<file path="src/rtl/uart_pkg.sv">
// Shared UART definitions: arbiter state encoding, byte width and baud divisor
// used by the arbiter and the uart_rx/uart_tx blocks.
package uart_pkg;

    localparam int DATA_W   = 8;
    localparam int BAUD_DIV = 5208;

    typedef enum logic [1:0] {
        ST_IDLE  = 2'd0,
        ST_SEND  = 2'd1,
        ST_GUARD = 2'd2,
        ST_WAIT  = 2'd3
    } arb_state_e;

    function automatic int wrap_inc(input int idx, input int modulus);
        return (idx + 1 >= modulus) ? 0 : idx + 1;
    endfunction

endpackage

</file>
<file path="src/rtl/uart_tx_arbiter_rr_pick.sv">
// Combinational round-robin selector: lowest set request at or above ptr,
// wrapping, found by a priority encode over the request vector doubled.
module rr_pick #(
    parameter int NUM_REQ = 2,
    parameter int PTR_W   = 1
) (
    input  logic [NUM_REQ-1:0] req,
    input  logic [PTR_W-1:0]   ptr,
    output logic [NUM_REQ-1:0] winner,
    output logic [PTR_W-1:0]   winner_idx,
    output logic               found
);

    logic [2*NUM_REQ-1:0] dbl_s;
    logic [2*NUM_REQ-1:0] masked_s;
    logic                 sel_s;

    // Mask the lower copy below ptr, then take the first set bit upward.
    always_comb begin
        dbl_s      = {req, req};
        masked_s   = '0;
        found      = 1'b0;
        sel_s      = 1'b0;
        winner_idx = '0;
        for (int i = 0; i < 2 * NUM_REQ; i++) begin
            masked_s[i] = dbl_s[i] && (i >= int'(ptr));
            sel_s       = masked_s[i] && !found;
            found       = found || masked_s[i];
            winner_idx  = sel_s ? PTR_W'(i % NUM_REQ) : winner_idx;
        end
        winner = found ? (NUM_REQ'(1) << winner_idx) : '0;
    end

endmodule

</file>
<file path="src/rtl/uart_tx_arbiter.sv">
// Round-robin, burst-locking arbiter sharing one uart_tx between NUM_REQ
// byte-stream requesters; drives tx_start/tx_data and watches tx_busy.
module uart_tx_arbiter #(
    parameter int NUM_REQ   = 2,
    parameter int MAX_BURST = 4,
    parameter int DATA_W    = 8
) (
    input  logic                      sys_clk,
    input  logic                      sys_rst,
    input  logic [NUM_REQ-1:0]        req_valid,
    input  logic [NUM_REQ*DATA_W-1:0] req_data,
    input  logic [NUM_REQ-1:0]        req_last,
    output logic [NUM_REQ-1:0]        req_ready,
    output logic                      tx_start,
    output logic [DATA_W-1:0]         tx_data,
    input  logic                      tx_busy,
    output logic [NUM_REQ-1:0]        grant,
    output logic                      arb_busy
);

    import uart_pkg::*;

    localparam int         PTR_W     = (NUM_REQ > 1) ? $clog2(NUM_REQ) : 1;
    localparam logic [7:0] BURST_CAP = 8'(MAX_BURST);

    arb_state_e           state_r;
    logic [NUM_REQ-1:0]   grant_r;
    logic [PTR_W-1:0]     gidx_r;
    logic [PTR_W-1:0]     ptr_r;
    logic [7:0]           burst_r;
    logic                 last_f_r;
    logic                 tx_start_r;
    logic [DATA_W-1:0]    tx_data_r;
    logic                 arb_busy_r;

    logic [NUM_REQ-1:0]   pick_oh_s;
    logic [PTR_W-1:0]     pick_idx_s;
    logic                 pick_any_s;
    logic                 sel_valid_s;
    logic                 sel_last_s;
    logic [DATA_W-1:0]    sel_data_s;
    logic                 more_s;
    logic [PTR_W-1:0]     ptr_next_s;

    rr_pick #(
        .NUM_REQ (NUM_REQ),
        .PTR_W   (PTR_W)
    ) u_rr_pick (
        .req        (req_valid),
        .ptr        (ptr_r),
        .winner     (pick_oh_s),
        .winner_idx (pick_idx_s),
        .found      (pick_any_s)
    );

    assign sel_valid_s = req_valid[gidx_r];
    assign sel_last_s  = req_last[gidx_r];
    assign sel_data_s  = req_data[gidx_r*DATA_W +: DATA_W];
    assign more_s      = !last_f_r && (burst_r < BURST_CAP) && sel_valid_s;
    assign ptr_next_s  = PTR_W'(wrap_inc(int'(gidx_r), NUM_REQ));

    assign req_ready = (state_r == ST_SEND) ? (req_valid & grant_r) : '0;
    assign tx_start  = tx_start_r;
    assign tx_data   = tx_data_r;
    assign grant     = grant_r;
    assign arb_busy  = arb_busy_r;

    // Arbitration FSM with burst counter, byte register and start pulse.
    always_ff @(posedge sys_clk or posedge sys_rst) begin
        if (sys_rst) begin
            state_r    <= ST_IDLE;
            grant_r    <= '0;
            gidx_r     <= '0;
            ptr_r      <= '0;
            burst_r    <= 8'd0;
            last_f_r   <= 1'b0;
            tx_start_r <= 1'b0;
            tx_data_r  <= '0;
            arb_busy_r <= 1'b0;
        end else begin
            tx_start_r <= 1'b0;
            case (state_r)
                ST_IDLE: begin
                    // A frame still running from before a reset must finish first.
                    if (!tx_busy && pick_any_s) begin
                        grant_r    <= pick_oh_s;
                        gidx_r     <= pick_idx_s;
                        burst_r    <= 8'd0;
                        state_r    <= ST_SEND;
                        arb_busy_r <= 1'b1;
                    end
                end
                ST_SEND: begin
                    if (sel_valid_s) begin
                        tx_data_r  <= sel_data_s;
                        tx_start_r <= 1'b1;
                        last_f_r   <= sel_last_s;
                        burst_r    <= (burst_r < BURST_CAP) ? burst_r + 8'd1 : burst_r;
                        state_r    <= ST_GUARD;
                    end else begin
                        grant_r    <= '0;
                        ptr_r      <= ptr_next_s;
                        state_r    <= ST_IDLE;
                        arb_busy_r <= 1'b0;
                    end
                end
                ST_GUARD: begin
                    state_r <= ST_WAIT;
                end
                ST_WAIT: begin
                    if (!tx_busy) begin
                        if (more_s) begin
                            state_r <= ST_SEND;
                        end else begin
                            grant_r    <= '0;
                            ptr_r      <= ptr_next_s;
                            state_r    <= ST_IDLE;
                            arb_busy_r <= 1'b0;
                        end
                    end
                end
                default: begin
                    grant_r    <= '0;
                    state_r    <= ST_IDLE;
                    arb_busy_r <= 1'b0;
                end
            endcase
        end
    end

endmodule

</file>
<file path="config.mk">
export PLATFORM = sky130hd
export DESIGN_NAME = uart_tx_arbiter
export DESIGN_NICKNAME = d
export VERILOG_FILES = /design/src/rtl/uart_pkg.sv /design/src/rtl/uart_tx_arbiter_rr_pick.sv /design/src/rtl/uart_tx_arbiter.sv
export SDC_FILE = /design/constraint.sdc
export NUM_CORES = 1
export LEC_CHECK = 0
export ABC_CLOCK_PERIOD_IN_PS = 2300
export BUFFER_PORTS_ARGS = -buffer_cell sky130_fd_sc_hd__buf_2
export CAP_MARGIN = 10
export CORE_MARGIN = 10
export CORE_UTILIZATION = 54
export CTS_CLUSTER_SIZE = 16
export DETAILED_ROUTE_END_ITERATION = 16
export GPL_TIMING_DRIVEN = 0
export PLACE_DENSITY = 0.83
export RECOVER_POWER = 25
export SLEW_MARGIN = 25
export SYNTH_ARGS = -nofsm -noshare
export SYNTH_HDL_FRONTEND = slang
export SYNTH_SLANG_ARGS = --single-unit
export TNS_END_PERCENT = 50
</file>
<file path="constraint.sdc">
create_clock -name sys_clk -period 2.3 [get_ports sys_clk]
set_input_delay 0.23 -clock sys_clk [delete_from_list [all_inputs] [get_ports sys_clk]]
set_output_delay 0.23 -clock sys_clk [all_outputs]
set_load 0.02 [all_outputs]
</file>
==> metrics <==
status=finished, final reports clean; Antenna Nets Post-Route=0; Std-Cell Rows=17; PD cells=1185 mW/mm2; Final Max Slew Viols=0; fraction of registers with async set/reset=100.0%; pin count of the biggest net entering global routing=26; clk_lat worst skew=0.32 ns; max cap viols=0; Peak VDD IR=716.9 uV; deepest clock path buffer count=2; Synth cell types=35; RR Startpoint=gidx_r; RSZ-0062 raised after global routing=no; Synth Instances=111; core area=0.002170 mm2; First-pass DRT Iterations=4; CP max stage cell=dfrtp_1; clk root buf=clkbuf_4; Worst Path Max Fanout=10; Total Routing Usage GR=12.27%; Worst Hold Class=in2async; clk sinks=25; syn avg cell area=10.96 um2; final wirelength=2.548 mm; Mapped Area=0.001216 mm2; drt drc=0; total die area=0.004550 mm2; final hold violations=0; ant diodes=0; sequential area share after synthesis=51.44%; routability congestion estimate=0.8774; vias per inst=5.212; num ports=37; Final Cycle Share=70.24%; first-pass GRT wire length=4.450 mm; WL per Instance=14.23 um; vias in the first global route=992; R2R Setup Slk=0.86 ns; CTS tree=yes; HPWL after detailed placement=2.018 mm; Clock transition at path regs=0.13 ns; delay-heaviest family, CP=flip-flops; Synth Flop Type=dfrtp_1; initial antenna violation count=0; max_slew headroom=39.01%; worst-margin pin slew=0.9139 ns; skew final=0.004664 ns; LEAKAGE=0.7708 nW; Worst setup EP type=output port; Power Total=1.727 mW; fin crit period=1.615 ns; fmax=619.0 MHz; vias=933; CP Buf/Inv Count=2; Post-synth EDFFs=0; WHS=0.09307 ns; Resize count post-CTS=0; hold buffers post-CTS=0; post-CTS setup repair buffer count=0; Critical Path AT=1.39 ns; die width=67.46 um; P&R area growth vs syn=19.86%; grt ovf=0; slowest stage delay, CP=0.39 ns; layout cells sized above 1=35.76%; critical path required time=2.07 ns; Initial Utilization=56.06%; Setup CP Type=reg2out; Finish-stage setup viols=0; CTS buffer count=3; CP startpoint kind=flop; DIE HEIGHT=67.46 um; H-Tree Depth=1; cell-by-cell trace of the critical path=buf_4 -> nor2b_2 -> and3_1 -> buf_2; Post-Syn Nets=135; setup tns final=0 ns; worst-case reg-to-reg path depth=5; # port buffers=36; Yosys reg bits=25; fin nets=176; Yosys warnings=0; drt initial violations=53
## cell usage in the layout (no fill, tap or decap), drive strengths merged, types with 2 or more instances in the layout
cell type  count
inv            6
buf           43
dfrtp         25
nand2b         2
clkbuf         4
a21oi          9
or3            2
o21ai          3
nand2          4
mux2i         11
and3           2
a21o           3
nor2          14
and2           6
## through the flow
step / utilization (%) / setup WS, ns / cells / area (um2)
after global placement: 65.97 / 0.8952 / 175 / 1431
after CTS: 67.19 / 0.6661 / 179 / 1458
final: 67.19 / 0.6845 / 179 / 1458
after floorplan: - / 0.9570 / 111 / 1216
after detailed placement: 65.97 / 0.8747 / 175 / 1431
after global routing: 67.19 / 0.5913 / 179 / 1458
## worst max path at each step
stage / depth (start not counted) / start / to / slack (ns)
floorplan: 4 / burst_r[7] / burst_r[0] / 0.96
global placement: 5 / gidx_r / flop / 0.90
detailed placement: 6 / gidx_r / tx_data[0] / 0.87
CTS: 4 / state_r[0] / req_ready[0] / 0.67
global route: 4 / state_r[0] / req_ready[0] / 0.59
finish: 4 / state_r[0] / req_ready[0] / 0.68
## power breakdown
part	internal (mW)	total (mW)	switching (mW)
registers	0.593	0.675	0.0814
logic	0.368	0.858	0.490
clock network	0.0679	0.194	0.126
total	1.03	1.73	0.698
## registers in the layout (all words and copies together) (netlist names), named ones only
signal,count
arb_busy,1
last_f_r,1
gidx_r,1
tx_start,1
tx_data,8
ptr_r,1
state_r,1
grant,2
burst_r,8
## metal layers
layer | part of all wire (%) | wire length (um) | vias to the layer above | GRT usage, %
met5 | 0 | 0 | - | 0
met4 | 1.3 | 33 | 0 | 4.103
met3 | 6.4 | 163 | 3 | 3.967
met2 | 47 | 1210 | 26 | 20.38
met1 | 45 | 1141 | 444 | 14.67
li1 | - | - | 460 | -
## cell families after synthesis
family | share of synthesized area [%]
DFF | 51.44
muxes | 10.29
and+or+nand+nor | 17.70
AOI/OAI and AO/OA | 13.07
buffers and inverters | 6.481
adders and majority gates | 1.029
## synth_stat cells, drive strengths merged (2+ instances only)
| library cell | n | area share, % |
|---|---|---|
| nand2 | 4 | 1.4 |
| nand2b | 2 | 1.0 |
| buf | 7 | 4.6 |
| or3 | 2 | 1.0 |
| o21ai | 3 | 1.2 |
| a21oi | 9 | 3.7 |
| and3 | 2 | 1.0 |
| inv | 6 | 1.9 |
| mux2i | 11 | 9.1 |
| dfrtp | 25 | 51 |
| and2 | 6 | 3.3 |
| a21o | 3 | 1.9 |
| nor2 | 14 | 4.3 |
## area by class of cell
type	instances	area [um2]
plain buffers	7	56.30
multi-input cells	73	511.7
clock buffers	4	26.28
repair buffers	36	180.2
well taps	28	35.03
inverters	6	22.52
flip-flops and latches	25	625.6
fillers	182	711.9
No activity file was read; power rests on OpenSTA's default activity.
